[src/rtl/store_buffer.sv]
// Posted-write buffer between the core load/store port and the platform data master.
// Defining STORE_BUFFER_FORWARD_EN lets reads hit on buffered writes instead of draining first.
module store_buffer #(
    parameter int DEPTH = 4
) (
    input  logic        clk,
    input  logic        rst,
    input  logic [29:0] ldst_addr,
    input  logic        ldst_start,
    input  logic        ldst_write,
    input  logic [31:0] ldst_data_wr,
    output logic        ldst_ready,
    output logic [31:0] ldst_data_rd,
    output logic [29:0] data_addr,
    output logic        data_start,
    output logic        data_write,
    output logic [31:0] data_data_wr,
    input  logic        data_ready,
    input  logic [31:0] data_data_rd,
    output logic        idle
);
    localparam int PW = $clog2(DEPTH);
    localparam int CW = PW + 1;
    localparam logic [CW-1:0] FULL_COUNT = CW'(DEPTH);

    typedef enum logic [2:0] {IDLE, WR_ISSUE, WR_WAIT, RD_ISSUE, RD_WAIT} state_t;
    state_t state_q;

    logic [29:0]   addr_mem_q [DEPTH];
    logic [31:0]   data_mem_q [DEPTH];
    logic [PW-1:0] head_q, tail_q;
    logic [CW-1:0] count_q, count_d;

    logic        pend_valid_q, pend_valid_d, pend_write_q;
    logic [29:0] pend_addr_q;
    logic [31:0] pend_data_q;

    logic        ldst_ready_q, data_start_q, data_write_q, idle_q, idle_d;
    logic [31:0] ldst_data_rd_q, data_data_wr_q;
    logic [29:0] data_addr_q;

    logic        full, enq, deq, rd_done, fwd_hit, fwd_rd, direct_wr, pend_enq, capture;
    logic [29:0] enq_addr;
    logic [31:0] enq_data, fwd_data;
`ifdef STORE_BUFFER_FORWARD_EN
    logic [PW-1:0] fwd_idx;
`endif

    // NOTE: every combinational output gets a default first, so no path can infer a latch.
    always_comb begin
        full     = (count_q == FULL_COUNT);
        fwd_hit  = 1'b0;
        fwd_data = '0;
`ifdef STORE_BUFFER_FORWARD_EN
        fwd_idx  = '0;
        // Scan oldest to youngest so the last match is the youngest write to the address.
        for (int i = 0; i < DEPTH; i++) begin
            fwd_idx = head_q + PW'(i);
            if ((CW'(i) < count_q) && (addr_mem_q[fwd_idx] == ldst_addr)) begin
                fwd_hit  = 1'b1;
                fwd_data = data_mem_q[fwd_idx];
            end
        end
`endif
        fwd_rd    = ldst_start && !ldst_write && fwd_hit;
        direct_wr = ldst_start && ldst_write && !full;
        pend_enq  = pend_valid_q && pend_write_q && !full;
        capture   = ldst_start && !direct_wr && !fwd_rd;

        enq      = pend_enq || direct_wr;
        enq_addr = pend_enq ? pend_addr_q : ldst_addr;
        enq_data = pend_enq ? pend_data_q : ldst_data_wr;
        deq      = (state_q == WR_WAIT) && data_ready;
        rd_done  = (state_q == RD_WAIT) && data_ready;
        count_d  = count_q + CW'(enq) - CW'(deq);

        pend_valid_d = pend_valid_q;
        if (capture)
            pend_valid_d = 1'b1;
        else if (pend_enq || rd_done)
            pend_valid_d = 1'b0;

        idle_d = (count_d == '0) && !pend_valid_d && ((state_q == IDLE) || deq || rd_done);
    end

    // NOTE: the entry storage has no reset; head, tail and count alone decide which entries are valid.
    always_ff @(posedge clk) begin
        if (enq) begin
            addr_mem_q[tail_q] <= enq_addr;
            data_mem_q[tail_q] <= enq_data;
        end
    end

    always_ff @(posedge clk) begin
        if (rst) begin
            state_q        <= IDLE;
            head_q         <= '0;
            tail_q         <= '0;
            count_q        <= '0;
            pend_valid_q   <= 1'b0;
            pend_write_q   <= 1'b0;
            pend_addr_q    <= '0;
            pend_data_q    <= '0;
            ldst_ready_q   <= 1'b0;
            ldst_data_rd_q <= '0;
            data_start_q   <= 1'b0;
            data_write_q   <= 1'b0;
            data_addr_q    <= '0;
            data_data_wr_q <= '0;
            idle_q         <= 1'b1;
        end else begin
            count_q      <= count_d;
            idle_q       <= idle_d;
            pend_valid_q <= pend_valid_d;
            if (enq) tail_q <= tail_q + PW'(1);
            if (deq) head_q <= head_q + PW'(1);
            if (capture) begin
                pend_write_q <= ldst_write;
                pend_addr_q  <= ldst_addr;
                pend_data_q  <= ldst_data_wr;
            end
            ldst_ready_q <= enq || fwd_rd || rd_done;
            if (fwd_rd)
                ldst_data_rd_q <= fwd_data;
            else if (rd_done)
                ldst_data_rd_q <= data_data_rd;

            // Buffered writes always win over a pending read, so reads never overtake writes.
            case (state_q)
                IDLE: begin
                    if (count_q != '0) begin
                        state_q        <= WR_ISSUE;
                        data_start_q   <= 1'b1;
                        data_write_q   <= 1'b1;
                        data_addr_q    <= addr_mem_q[head_q];
                        data_data_wr_q <= data_mem_q[head_q];
                    end else if (pend_valid_q && !pend_write_q) begin
                        state_q      <= RD_ISSUE;
                        data_start_q <= 1'b1;
                        data_write_q <= 1'b0;
                        data_addr_q  <= pend_addr_q;
                    end
                end
                WR_ISSUE: begin
                    data_start_q <= 1'b0;
                    state_q      <= WR_WAIT;
                end
                RD_ISSUE: begin
                    data_start_q <= 1'b0;
                    state_q      <= RD_WAIT;
                end
                WR_WAIT: if (data_ready) state_q <= IDLE;
                RD_WAIT: if (data_ready) state_q <= IDLE;
                default: state_q <= IDLE;
            endcase
        end
    end

    assign ldst_ready   = ldst_ready_q;
    assign ldst_data_rd = ldst_data_rd_q;
    assign data_addr    = data_addr_q;
    assign data_start   = data_start_q;
    assign data_write   = data_write_q;
    assign data_data_wr = data_data_wr_q;
    assign idle         = idle_q;

endmodule

[config.mk]
export PLATFORM = sky130hd
export DESIGN_NAME = store_buffer
export DESIGN_NICKNAME = d
export VERILOG_FILES = /design/src/rtl/store_buffer.sv
export SDC_FILE = /design/constraint.sdc
export NUM_CORES = 1
export LEC_CHECK = 0
export ABC_AREA = 1
export CAP_MARGIN = 20
export CORE_UTILIZATION = 38
export DETAILED_ROUTE_END_ITERATION = 10
export PLACE_DENSITY = 0.62
export SETUP_SLACK_MARGIN = 0.5
export SLEW_MARGIN = 20
export SYNTH_ARGS = -nofsm -noshare
export SYNTH_HDL_FRONTEND = slang
export SYNTH_SLANG_ARGS = --single-unit
[constraint.sdc]
create_clock -name clk -period 7.3 [get_ports clk]
set_input_delay 1.095 -clock clk [delete_from_list [all_inputs] [get_ports clk]]
set_output_delay 1.095 -clock clk [all_outputs]
set_load 0.005 [all_outputs]
# == After elaboration in Yosys (flattened, before gate mapping) ==
# Memories as Yosys holds them, arrays and structs flattened. A register that Yosys moved wholly into a read port is not among the register bits.
# Cells that the tools add are included.
# totals
romBits,0
input_bits,99
memories,2
ram_bits,248
elab_cells,76
out_inout_bits,98
reg_bits,140
latchBits,0
# mem_list
name,words,word_bits,read_ports,rd_clocked_by_memory_dff,wr,line,source
data_mem_q,4,32,1,1,1,30,logic [31:0] data_mem_q [DEPTH];
addr_mem_q,4,30,1,1,1,29,logic [29:0] addr_mem_q [DEPTH];
# classes
n_eq_ne,7
reduce_logical,30
muxes,19
n_mul,0
bitwise,0
div,0
shift,0
add_sub_neg,4
n_lt_le_gt_ge,0
# ops
operator,n
2-to-1 mux 30 bit,3
2-to-1 mux 32 bit,1
one-hot mux 3 bit (4 select lines),1
logical AND 1 bit,10
2-to-1 mux 3 bit,3
2-to-1 mux 1 bit,8
AND reduction 2 bit,4
== test 3 x 2 -> 1 bit (second input constant),2
== test 3 bit (second input constant),2
logical NOT 3 bit,2
logical OR 1 bit,5
adder 2 x 1 -> 2 bit (second input constant),2
logical NOT 1 bit,4
2-to-1 mux 2 bit,2
nonzero test 2 bit,2
OR reduction 2 bit,2
adder 3 x 1 -> 3 bit,1
== test 3 x 1 -> 1 bit (second input constant),1
inequality test 3 x 1 -> 1 bit (second input constant),1
nonzero test 3 bit,1
subtractor 3 x 1 -> 3 bit,1
inequality test 2 x 1 -> 1 bit (second input constant),1
one-hot mux 1 bit (2 select lines),1

# == Depth between registers and ports, before layout ==
# logic_depth
ltp_word,9
mapped_depth,15

# == Worst setup path after synthesis ==
# Ideal clock, no wire load.
# synth_timing
path_kind,input-to-reg
startpoint,input port ldst_start
endpoint,"memory addr_mem_q[0][0], enable pin"
arrival_ns,3.905
required_time_ns,6.818
stages,4
path_buffers,0
setup_slack_ns,2.913
setup_ns,0.482
path_cell_list,nand2_1 -> inv_1 -> o21ai_2 -> nor2_1
# synth_via
elab_chain_len,5
# synth_lines
item,line,source
"start, declared",9,"input logic ldst_start,"
logical AND 1 bit (2 in a row),66,direct_wr = ldst_start && ldst_write && !full;
logical OR 1 bit,70,enq = pend_enq || direct_wr;
2-to-1 mux 1 bit,88,if (enq) begin
2-to-1 mux 1 bit (not written as such),89,addr_mem_q[tail_q] <= enq_addr;
"end, declared",29,
# No other way between the ends.

# == Worst setup path in the final report ==
# layout_timing
startpoint,register count_q[1]
endpoint,register data_addr_q[29] (netlist: data_addr[29])
# layout_via
elab_chain_len,3
word_cells_on_any_way,4
# layout_lines
item,line,source
"start, declared",32,"logic [CW-1:0] count_q, count_d;"
"start signal, assigned",112,count_q <= count_d;
nonzero test 3 bit *,131,if (count_q != '0) begin
nonzero test 2 bit (no line),n/a,
AND reduction 2 bit (no line),n/a,
"end signal, assigned",135,data_addr_q <= addr_mem_q[head_q];
"end signal, assigned",141,data_addr_q <= pend_addr_q;
"end, declared",40,logic [29:0] data_addr_q;
# Every way passes the cells marked *; elsewhere a longest branch is shown, timed or not.
# A chain may end at the register's enable or synchronous reset.

==> results.md <==
- Status: completed
- Detailed Route WL: about 40,000 µm
- Pre-Repair DR Iteration Count: 5
- Core box area: ~0.043 mm²
- Clock Skew: 0.01973 ns
- CTS sink count: about 420
- Die area: 0.04508 mm²
- Final Worst Setup Slack: 3.911 ns
- IO buf count: approximately 200
- Seq/Total Area, Yosys: around two thirds
- Total grt overflow: 0
- Area of the mapped netlist: between 0.015 and 0.02 mm²
- Vias in the first global route: 11,780
- Crit-path cells: nor2_2, nand2_2, inv_4, nand2_2, nand2_2, nand2_1, nand2_1, nor2_1
- RePlAce Congestion: 0.7582
- Yosys synthesis warning count: 0
- Crit start category: register
- Critical Path Sink Type: register
- Std cell rows: 76
- Register bit total from synthesis: ~420
- F_max: a little under 300 MHz
- DRT iter0 DRCs: about 740
- Hold_ws: between 0.4 and 0.5 ns
- Routed WL per cell: about 17 µm
- Most frequent cells after synthesis: 325 x nor2_1, 299 x nand2_1, 248 x edfxtp_1, 174 x dfxtp_1, 145 x o21ai_0
- Initial core utilization: 38.77%
- Finished Layout Cells: 2,428
- Worst IR Drop VDD: 186.3 µV
- Min-Delay Path Depth: 2
- Largest area contributor in the synthesized netlist: edfxtp_1
- First-pass GRT wire length: approximately 63,000 µm
- Post-route ant nets: 0
- Fin Setup TNS: 0 ns
- Post-synth EDFFs: around 250
- Clk_lat worst skew: 0.58 ns
- Area delta synth->final: 22.42%
- Post-place setup slack: around 3.4 ns
- CP peak stage delay: 0.74 ns
- Clock tree buffer depth: 3
- Initial antenna violation count: 0
- Rel. slew slack: approximately 30%
- Io pins: 197
- Residual DRC: 0
- Total GRT Usage: between 15 and 20%
- Power Density: 354.3 mW/mm²
- Min cycle time layout: between 3 and 4 ns
- Final hold viol count: 0
- CTS H-tree lvls: 2
- Total CTS buffers: 44
- Die width: about 210 µm
- Post-CTS Resized: 0
- Hold_buf cts: 0
- Max cap viols: 0
- Syn Nets: between 1,500 and 2,000
- DP Wirelength: roughly 23,000 µm
- DR vias/cell: 4.929
- Mapped Avg Cell Area: 10.13 µm²
- Total Power: about 0.0073 W
- Placed cells: roughly 2,300
- Leading post-synthesis cells by cell area: edfxtp_1 44%, dfxtp_1 21%, nor2_1 7.3%
- CTS tree: yes
- Top cell type's share of synthesized area: between 40% and 50%
- RSZ-0062 raised after global routing: no
- Post-synth ARST share: 0%
- Cell count after synthesis: 1,659
- P_leak: 7.427 nW
- Worst EP required: approximately 7.8 ns
- Via count: 11,970
- Filler instances: a little over 4,000
- Final nets: between 1,500 and 2,000
- CP max stage cell: nand2_2
- Final period utilization: a little under half
- Worst Tran Pin Value: between 1 and 1.5 ns
- Die H: 212.3 µm
- Slew Viols, Final: 0
- Most common cell in the netlist: nor2_1
- Max FO, Critical Path: 34
- Top_reg_cell synth: edfxtp_1
- Finish-stage setup viols: 0
- Crit Path Class: reg -> reg
- Share of layout cells above drive strength 1: around 9.1%
- Post-CTS setup buffers: 0
- Largest net degree at the start of global routing: 92
- Yosys cell types: 30
- CP arrival: around 3.9 ns
- Clock root buffer master: clkbuf_16
- Most frequent CP cell: nand2_2
- Worst R2R Path Depth: 8
- ANT cells: 0
- HP Class: reg -> reg
- Clock transition at the registers of the reported paths: 0.06 ns
[metrics by stage]
| stage | area [µm²] | util (%) |
|---|---|---|
| after global placement | 19120 | 44.08 |
| after CTS | 20580 | 47.46 |
| after floorplan | 16810 | - |
| final | 20580 | 47.46 |
| after detailed placement | 19120 | 44.08 |
| after global routing | 20580 | 47.46 |
[per-layer routing]
metal	GRT usage (%)	wire, µm
met4	6.648	1049
met5	0	0
met1	22.53	17550
met2	31.15	19750
met3	3.028	2019
[cells in the final DEF (no fill, tap or decap), types with 2 or more instances in the layout]
| master | n |
|---|---|
| nor2_1 | 321 |
| nand2_1 | 298 |
| edfxtp_1 | 248 |
| clkdlybuf4s50_1 | 196 |
| dfxtp_1 | 171 |
| o21ai_0 | 145 |
| a21oi_1 | 102 |
| nand3_1 | 66 |
| mux2_2 | 62 |
| inv_1 | 51 |
| clkbuf_16 | 45 |
| o22ai_1 | 32 |
| o21ai_1 | 18 |
| clkbuf_1 | 15 |
| buf_4 | 13 |
| clkbuf_8 | 7 |
| nand2_2 | 6 |
| clkinv_2 | 6 |
| ha_1 | 6 |
| nor2_4 | 4 |
| inv_2 | 4 |
| clkinv_1 | 3 |
| dfxtp_2 | 3 |
| clkinv_8 | 3 |
| bufinv_16 | 3 |
| inv_4 | 2 |
| nor2_8 | 2 |
[registers in the layout (all words and copies together), names as in the netlist, 3 cells and up, named ones only]
name / flops
ldst_data_rd: 32
data_mem_q: 128
data_data_wr: 32
data_addr: 30
count_q: 3
pend_data_q: 32
state_q: 3
pend_addr_q: 30
addr_mem_q: 120
[final timing paths]
| check | endpoint | from | slack (ns) |
|---|---|---|---|
| setup / recovery | data_addr[29]$_SDFFE_PP0P_ | count_q[1]$_SDFF_PP0_ | 3.91 |
| hold / removal | ldst_data_rd[12]$_SDFFE_PP0P_ | ldst_data_rd[12]$_SDFFE_PP0P_ | 0.46 |
| setup reg to reg | data_addr[29]$_SDFFE_PP0P_ | count_q[1]$_SDFF_PP0_ | 3.91 |
| hold reg to reg | ldst_data_rd[12]$_SDFFE_PP0P_ | ldst_data_rd[12]$_SDFFE_PP0P_ | 0.46 |
[worst max-delay path: cells and delay by family (launching register included)]
family                 cells  cell delay [ns]
buffers and inverters      1             0.61
DFF                        1             0.36
and+or+nand+nor            7             2.26
[area by class of cell]
type,count,area (µm²),share of cell area [%]
multi-input cells,1071,5160,25.07
flip-flops and latches,422,10930,53.13
repair buffers,209,2059,10.01
inverters,60,232.7,1.131
well taps,585,732.0,3.557
clock inverters,14,182.7,0.8876
clock buffers,67,1279,6.214
[cells by family (layout without fill, tap and decap cells)]
logic type / count (synthesis) / count (layout) / share of synthesized area (%)
adders and majority gates: 7 / 7 / 0.5656
and+or+nand+nor: 703 / 703 / 16.57
buffers and inverters: 166 / 350 / 4.510
DFF: 422 / 422 / 65.02
muxes: 62 / 62 / 4.153
AOI/OAI and AO/OA: 299 / 299 / 9.184
[power breakdown]
| part | total [W] | internal (W) | switching [W] | leakage (nW) |
|---|---|---|---|---|
| sequential | 0.00301 | 0.00286 | 0.000144 | 3.69 |
| combinational | 0.00204 | 0.000796 | 0.00125 | 3.03 |
| clock | 0.00224 | 0.00132 | 0.000919 | 0.709 |
| total | 0.00729 | 0.00498 | 0.00231 | 7.43 |
No activity file was read; power rests on OpenSTA's default activity.
